$ cat src/rtl/rca_pipe_addsub.sv
`default_nettype none
// ============================================================================
// Module      : rca_pipe_addsub
// Description : Pipelined ripple-carry adder/subtractor. The WIDTH-bit chain
//               is cut into STAGES registered segments of WIDTH/STAGES bits.
//               Operands skew forward, finished sum bits de-skew forward, and
//               the whole result leaves together with carry-out and signed
//               overflow. A single global enable stalls every stage when the
//               output holds an unaccepted result.
// Revision    : 1.0 - initial release
// ============================================================================
module rca_pipe_addsub #(
    parameter int WIDTH  = 16,
    parameter int STAGES = 4
) (
    input  logic             clk,
    input  logic             rst,
    input  logic             in_valid,
    output logic             in_ready,
    input  logic [WIDTH-1:0] a,
    input  logic [WIDTH-1:0] b,
    input  logic             cin,
    input  logic             sub,
    output logic             out_valid,
    input  logic             out_ready,
    output logic [WIDTH-1:0] s,
    output logic             cout,
    output logic             ovf
);

    localparam int c_SEG  = WIDTH / STAGES;
    localparam int c_LAST = STAGES - 1;

    // Stage inputs: stage 0 sees the ports, stage k sees stage k-1 registers.
    logic [WIDTH-1:0] w_a_in   [STAGES];
    logic [WIDTH-1:0] w_b_in   [STAGES];
    logic [WIDTH-1:0] w_s_in   [STAGES];
    logic             w_c_in   [STAGES];
    logic             w_sub_in [STAGES];
    logic             w_v_in   [STAGES];

    // Per-stage segment arithmetic and the partial sum it produces.
    logic [c_SEG-1:0] w_bx     [STAGES];
    logic [c_SEG:0]   w_sum    [STAGES];
    logic [WIDTH-1:0] w_s_nx   [STAGES];
    logic             w_ovf_nx;
    logic             w_en;

    // Pipeline registers; the last entry of each array is the output stage.
    logic [WIDTH-1:0] r_a   [STAGES];
    logic [WIDTH-1:0] r_b   [STAGES];
    logic [WIDTH-1:0] r_s   [STAGES];
    logic             r_c   [STAGES];
    logic             r_sub [STAGES];
    logic             r_v   [STAGES];
    logic             r_ovf;

    // Everything advances unless a valid result is waiting on the consumer.
    assign w_en      = !(r_v[c_LAST] && !out_ready);
    assign in_ready  = w_en;
    assign out_valid = r_v[c_LAST];
    assign s         = r_s[c_LAST];
    assign cout      = r_c[c_LAST];
    assign ovf       = r_ovf;

    // Route stage inputs and ripple each stage's own segment of the chain.
    always_comb begin
        w_a_in[0]   = a;
        w_b_in[0]   = b;
        w_s_in[0]   = '0;
        // Subtract is a + ~b + ~cin, so the borrow-in becomes an inverted carry.
        w_c_in[0]   = cin ^ sub;
        w_sub_in[0] = sub;
        w_v_in[0]   = in_valid;
        for (int k = 1; k < STAGES; k++) begin
            w_a_in[k]   = r_a[k-1];
            w_b_in[k]   = r_b[k-1];
            w_s_in[k]   = r_s[k-1];
            w_c_in[k]   = r_c[k-1];
            w_sub_in[k] = r_sub[k-1];
            w_v_in[k]   = r_v[k-1];
        end
        for (int k = 0; k < STAGES; k++) begin
            // b travels unmodified; inversion for subtract happens per segment.
            w_bx[k]   = w_b_in[k][k*c_SEG +: c_SEG] ^ {c_SEG{w_sub_in[k]}};
            w_sum[k]  = {1'b0, w_a_in[k][k*c_SEG +: c_SEG]} + {1'b0, w_bx[k]}
                      + {{c_SEG{1'b0}}, w_c_in[k]};
            w_s_nx[k] = w_s_in[k];
            w_s_nx[k][k*c_SEG +: c_SEG] = w_sum[k][c_SEG-1:0];
        end
        // Signed overflow: operands agree in sign but the result does not.
        w_ovf_nx = (w_a_in[c_LAST][WIDTH-1] == (w_b_in[c_LAST][WIDTH-1] ^ w_sub_in[c_LAST]))
                && (w_s_nx[c_LAST][WIDTH-1] != w_a_in[c_LAST][WIDTH-1]);
    end

    // Shift all stages together on enable; reset clears valids and outputs at once.
    always_ff @(posedge clk or posedge rst) begin
        if (rst) begin
            for (int k = 0; k < STAGES; k++) begin
                r_a[k]   <= '0;
                r_b[k]   <= '0;
                r_s[k]   <= '0;
                r_c[k]   <= 1'b0;
                r_sub[k] <= 1'b0;
                r_v[k]   <= 1'b0;
            end
            r_ovf <= 1'b0;
        end else if (w_en) begin
            for (int k = 0; k < STAGES; k++) begin
                r_a[k]   <= w_a_in[k];
                r_b[k]   <= w_b_in[k];
                r_s[k]   <= w_s_nx[k];
                r_c[k]   <= w_sum[k][c_SEG];
                r_sub[k] <= w_sub_in[k];
                r_v[k]   <= w_v_in[k];
            end
            r_ovf <= w_ovf_nx;
        end
    end

endmodule
`default_nettype wire

$ cat config.mk
export PLATFORM = sky130hd
export DESIGN_NAME = rca_pipe_addsub
export DESIGN_NICKNAME = d
export VERILOG_FILES = /design/src/rtl/rca_pipe_addsub.sv
export SDC_FILE = /design/constraint.sdc
export NUM_CORES = 1
export LEC_CHECK = 0
export CAP_MARGIN = 40
export CORE_ASPECT_RATIO = 0.6
export CORE_MARGIN = 4
export CORE_UTILIZATION = 35
export CTS_CLUSTER_DIAMETER = 150
export DETAILED_ROUTE_END_ITERATION = 12
export PLACE_DENSITY_LB_ADDON = 0.12
export SETUP_SLACK_MARGIN = 0.2
export SYNTH_ARGS = -nofsm -noshare
export SYNTH_HDL_FRONTEND = slang
export SYNTH_SLANG_ARGS = --single-unit
export TNS_END_PERCENT = 50
$ cat constraint.sdc
create_clock -name clk -period 8.7 [get_ports clk]
set_input_delay 1.305 -clock clk [delete_from_list [all_inputs] [get_ports clk]]
set_output_delay 1.305 -clock clk [all_outputs]
set_load 0.02 [all_outputs]
==> run summary, run 1 <==
DRT Pass-1 Iters = 4
vias per cell = 4.33
number of antenna violations at the first check in global routing = 0
HP Class = reg2reg
root buffer cell = clkbuf_16
critical path arrival = 3.44 ns
Yosys top cell area share = 0.542
reg2reg path depth = 6
post-route core utilization = 0.422
CP Capture Point = in_ready
Slew HR = 0.446
Starting Density = 0.358
Routed WL = 8.73 mm
number of antenna-violating nets in the routed design = 0
HPWL after DPL = 5.91 mm
clock buffer depth = 2
CP Capture Type = primary output
Placer Congestion = 0.735
maxcap violations = 0
crit path launch type = primary input
Syn Inst Count = 500
Cell Area, Synth = 4620 sq um
Peak supply drop = 0.163 mV
I/O pin count = 58
RSZ-0062 raised after global routing = no
top post-synthesis cells by area = dfrtp_1 54%, nand2_1 20%, ha_1 3.5%
post-CTS sizing = 0
Leak Pwr = 2.73 nW
worst path bufs/invs = 4
Port-buffer cells = 57
Clock Skew = 0.00803 ns
Reg clk slew, reported paths = 0.06 ns
Synth Net Count = 559
critical path's slowest cell = clkdlybuf4s50_1
worst-path cell chain = clkdlybuf4s50_1, nor2b_4, buf_4, clkinv_2, clkdlybuf4s50_1
# Post-CTS Setup Buffers = 0
outcome = complete, no violations
synthesis-to-finish area growth = 17.9%
vias in the first global route = 3009
CTS tree = yes
CTS buffer count = 9
die area = 15200 sq um
GR Overflow Total = 0
GRT Overall Usage = 0.123
fraction of layout cells with a size suffix above 1 = 0.0487
most used cell, CP = clkdlybuf4s50_1
CP Class = in2out
Distinct cells, synth = 25
Max Clk Rate = 0.211 GHz
Final TNS setup = 0 ns
Seq cells post-synth = 100
delay-heaviest family, CP = buffers and inverters
Worst path depth = 5
Final Hold Fails = 0
global-route wire length before repair = 15.0 mm
final worst path period share = 0.545
final-report max-slew violation count = 0
largest net degree at the start of global routing = 85
worst skew pair latency = 0.34 ns
register area share after synthesis = 0.542
minimum clock period = 4.74 ns
Crit path largest cell delay = 0.75 ns
Worst-Margin Slew = 0.831 ns
Crit path required time = 7.39 ns
RR Startpoint = out_valid
Post-DP Area = 5160 sq um
syn avg cell area = 9.24 sq um
initial drt markers = 168
cell row count = 32
Antenna Cells = 0
fillcell total = 1311
DRC viols = 0
Die Width = 156 um
crit-path max FO = 50
Layout Nets = 589
final setup vio count = 0
Final Cell Area = 5450 sq um
clock tree sinks = 100
H-Tree Depth = 3
Crit Reg-Reg Endpoint = s[12]
cts hold-fix bufs = 0
synthesis warning total = 0
Die Ht = 97 um
core area = 12900 sq um
dominant cell type by area after synthesis = dfrtp_1
Critical path origin = out_ready
P per Cell Area = 375 nW/um^2
Reg2Reg Setup Slack = 6.44 ns
DR vias = 3046
WL per Instance = 12.4 um
-- worst min path at each step --
stage,from,endpoint,cells after the start
after CTS,r_s[17],r_s[17],2
after global routing,s[2],s[2],2
after detailed placement,r_s[16],r_s[16],2
after global placement,r_s[17],r_s[17],2
final,s[2],s[2],2
after floorplan,r_v[1],r_v[1],2
-- tightest hold or removal path, stage by stage, from the launching register on --
cell and delay, ns:
dfrtp_1 0.34, nand2_1 0.05, nand2_1 0.04
-- Yosys cell counts --
cell / n
a21o_1: 3
nand2_1: 250
a21oi_2: 4
fa_1: 8
o21a_1: 4
a21oi_1: 9
nand2b_1: 1
xnor2_1: 8
nor3_1: 2
nor2b_1: 2
nor2b_2: 1
dfrtp_1: 100
inv_1: 14
inv_2: 1
xor2_1: 16
ha_1: 13
buf_6: 10
o21ai_1: 1
a211oi_1: 3
nor2_1: 7
o21ai_0: 8
buf_4: 17
o31ai_1: 3
buf_2: 6
clkbuf_1: 9
-- per-stage QoR --
step / instances / total power, mW / setup WS, ns / hold WS [ns]
floorplan: 500 / 1.48 / 4.78 / 0.430
finish: 704 / 2.04 / 3.96 / 0.463
CTS: 704 / 2.08 / 3.96 / 0.471
detailed placement: 689 / 1.69 / 3.95 / 0.456
global placement: 688 / 1.65 / 3.09 / 0.450
global route: 704 / 2.24 / 3.82 / 0.481
-- area by class of cell --
cell class              count  area, sq um  share of cell area
clock buffers              12          267              0.0489
clock inverters             3         21.3             0.00391
inverters                  15         60.1              0.0110
multi-input cells         343         1760               0.324
flip-flops and latches    100         2500               0.459
well taps                 170          213              0.0391
repair buffers             61          621               0.114
-- layout by cell type (no fill, tap or decap) --
cell | netlist | layout
xor2_1 | 16 | 16
buf_4 | 17 | 3
a21o_1 | 3 | 3
clkbuf_8 | 0 | 3
clkbuf_16 | 0 | 9
ha_1 | 13 | 13
o21ai_1 | 1 | 1
clkinv_4 | 0 | 1
nand2_1 | 250 | 250
xnor2_1 | 8 | 8
buf_16 | 0 | 1
clkinvlp_4 | 0 | 1
nand2b_1 | 1 | 1
a21oi_2 | 4 | 4
o21a_1 | 4 | 4
inv_1 | 14 | 13
nor2b_4 | 0 | 1
nor2b_1 | 2 | 2
clkdlybuf4s50_1 | 0 | 57
nor3_1 | 2 | 2
a211oi_1 | 3 | 3
a21oi_1 | 9 | 9
nor2_1 | 7 | 7
o21ai_0 | 8 | 8
inv_4 | 0 | 1
o31ai_1 | 3 | 3
fa_1 | 8 | 8
dfrtp_1 | 100 | 100
clkinv_2 | 0 | 2
-- state kept, by name, summed over array words and instances (netlist names) --
register,flops
s,16
r_b,24
r_a,24
ovf,1
r_s,24
cout,1
out_valid,1
r_sub,3
r_c,3
r_v,3
-- kinds of logic after synthesis --
| family | synth area share |
|---|---|
| AOI/OAI and AO/OA | 0.0482 |
| buffers and inverters | 0.0780 |
| adders and majority gates | 0.0699 |
| xor gates and xnor gates | 0.0455 |
| and+or+nand+nor | 0.217 |
| DFF | 0.542 |
-- metal layers --
layer	vias up	share of wire	routed length (um)	global-route usage
met2	49	0.37	3260	0.151
met4	0	0.0085	74	0.0340
li1	1583	-	-	-
met5	-	0	0	0
met1	1405	0.57	4980	0.202
met3	9	0.048	416	0.0384
-- power breakdown --
group | switching (mW) | leakage [nW] | internal [mW]
sequential | 0.124 | 1.21 | 0.672
combinational | 0.477 | 1.38 | 0.387
clock | 0.167 | 0.141 | 0.216
Power figures use the tool's default switching activity.
==> inputs of run 2 (changes only) <==
==> constraint.sdc (replaced) <==
create_clock -name clk -period 3.9 [get_ports clk]
set_input_delay 0.585 -clock clk [delete_from_list [all_inputs] [get_ports clk]]
set_output_delay 0.585 -clock clk [all_outputs]
set_load 0.02 [all_outputs]
==> run summary, run 2 (same netlist as run 1, synthesis figures left out) <==
P per Cell Area = 847 nW/um^2 (+130%)
Storage cell area = 2500 sq um (unchanged)
global-route wire length before repair = 15.1 mm (+0.73%)
worst path bufs/invs = 1 (-3)
internal power = 2.95 mW (+130%)
CTS tree = yes
clock power share = 0.205 (+0.018)
number of antenna-violating nets in the routed design = 0 (unchanged)
final setup vio count = 0 (unchanged)
Die Ht = 97 um (unchanged)
largest net degree at the start of global routing = 84 (-1.2%)
Worst-Margin Slew = 0.809 ns (-0.0220 ns)
DRT Pass-1 Iters = 4 (unchanged)
fillcell total = 1287 (-1.8%)
Crit path required time = 4.12 ns (-3.27 ns)
DP Cell Count = 691 (+0.29%)
crit path launch type = primary input
Slew HR = 0.461 (+0.0146)
final-report max-slew violation count = 0 (unchanged)
most used cell, CP = fa_1
Placer Congestion = 0.747 (+1.6%)
vias in the first global route = 2998 (-0.37%)
Port-buffer cells = 57 (unchanged)
Final TNS setup = 0 ns (unchanged)
die area = 15200 sq um (unchanged)
I/O pin count = 58 (unchanged)
critical path arrival = 2.73 ns (-0.71 ns)
cts hold-fix bufs = 0 (unchanged)
switch share = 0.366 (-0.00950)
GR Overflow Total = 0 (unchanged)
synthesis-to-finish area growth = 18.9%
Fin Hold WS = 0.464 ns (+0.000855 ns)
hold path endpoint = r_a[61]
Crit path largest cell delay = 0.57 ns (-0.18 ns)
Psw = 1.70 mW (+120%)
H-Tree Depth = 3 (unchanged)
Comb pwr share = 0.414 (-0.009)
number of antenna violations at the first check in global routing = 0 (unchanged)
Max Clk Rate = 0.399 GHz
multi-input logic area = 1760 sq um (unchanged)
Layout Nets = 591 (+0.34%)
Hold Path Depth = 2 (unchanged)
final worst path period share = 0.643
Final Cell Area = 5490 sq um (+0.85%)
root buffer cell = clkbuf_16
CP Class = in2reg
post-CTS sizing = 0 (unchanged)
worst skew pair latency = 0.33 ns (about the same)
# Post-CTS Setup Buffers = 0 (unchanged)
Routed WL = 8.79 mm (+0.70%)
reg2reg path depth = 8 (+2)
HPWL after DPL = 6.09 mm (+3.1%)
HP Class = reg2reg
Die Width = 156 um (unchanged)
setup ws final = 1.39 ns (-2.57 ns)
outcome = complete, no violations
most common cell after layout, fill and taps aside = nand2_1
DR vias = 3023 (-0.76%)
initial drt markers = 146 (-13%)
fraction of layout cells with a size suffix above 1 = 0.0484 (-0.000272)
Reg2Reg Setup Slack = 1.93 ns (-4.51 ns)
clock buffer depth = 2 (unchanged)
cell row count = 32 (unchanged)
GRT Overall Usage = 0.123 (about the same)
delay-heaviest family, CP = adder cells
Starting Density = 0.358 (unchanged)
Antenna Cells = 0 (unchanged)
crit-path max FO = 6 (-88%)
RR Startpoint = r_sub[3]
Reg clk slew, reported paths = 0.07 ns (about the same)
core area = 12900 sq um (unchanged)
minimum clock period = 2.51 ns
critical path's slowest cell = clkdlybuf4s50_1
Worst path depth = 7 (+2)
Reg power frac = 0.381 (-0.009)
commonest non-fill, non-tap cells in the layout = 250 x nand2_1, 100 x dfrtp_1, 57 x clkdlybuf4s50_1
CTS buffer count = 9 (unchanged)
Post-DP Area = 5170 sq um (+0.29%)
min-delay src = r_a[61]
CP Capture Type = flop
Largest regs = r_a x24, r_b x24, r_s x24
final std cells w/o fill = 707 (+0.43%)
clock tree sinks = 100 (unchanged)
Final Hold Fails = 0 (unchanged)
Leak Pwr = 2.75 nW (+0.85%)
DRC viols = 0 (unchanged)
WL per Instance = 12.4 um (+0.27%)
Peak supply drop = 0.422 mV (+160%)
Clock Skew = 0.00455 ns (-0.00347 ns)
maxcap violations = 0 (unchanged)
vias per cell = 4.28 (-1.2%)
RSZ-0062 raised after global routing = no
worst slack, placed = 1.02 ns (-2.93 ns)
Crit Reg-Reg Endpoint = r_c[2]
worst-path cell chain = clkdlybuf4s50_1, xor2_1, fa_1, fa_1, a21o_1, a211oi_1, a21oi_1
run 2: worst max-delay path by stage:
stage / startpoint / to / slack (ns)
CTS: out_ready / in_ready / 1.38
global placement: sub / r_c[3] / 1.05
global route: sub / r_c[3] / 1.32
detailed placement: sub / r_c[3] / 1.02
finish: sub / r_c[3] / 1.39
floorplan: rst / cout / 0.70
run 2: per-layer routing:
metal  share of wire  vias up  global-route usage
li1                -     1576                   -
met2            0.37       55               0.154
met4           0.011        0              0.0320
met3           0.062        8              0.0451
met1            0.55     1384               0.195
met5               0        -                   0
run 2: cell type report:
class                           count  share of cell area
Sequential cell                   100               0.456
Clock inverter                      3              0.0125
Multi-Input combinational cell    343               0.321
Inverter                           15              0.0109
Tap cell                          170              0.0387
Timing Repair Buffer               63               0.116
Clock buffer                       13              0.0456
run 2: worst reg2reg max path, delay by kind of cell (launching register included):
kind | cells | cell delay [ns]
compound gates | 2 | 0.28
xor+xnor | 1 | 0.28
fa+ha+maj | 2 | 0.63
buf+inv | 1 | 0.05
flops | 1 | 0.47
simple gates | 2 | 0.13
run 2: power groups by stage:
stage	combinational (mW)	sequential (mW)	clock, mW
after floorplan	1.58	1.71	0
after global placement	1.90	1.79	0
final	1.93	1.77	0.953
after global routing	2.22	1.84	1.03
after detailed placement	1.97	1.80	0
after CTS	1.97	1.78	0.985
run 2: stage by stage:
stage | power (mW) | utilization
2_1_floorplan | 3.29 | -
6_report | 4.65 | 0.426
5_1_grt | 5.08 | 0.426
4_1_cts | 4.74 | 0.426
3_3_place_gp | 3.69 | 0.399
3_5_place_dp | 3.77 | 0.401
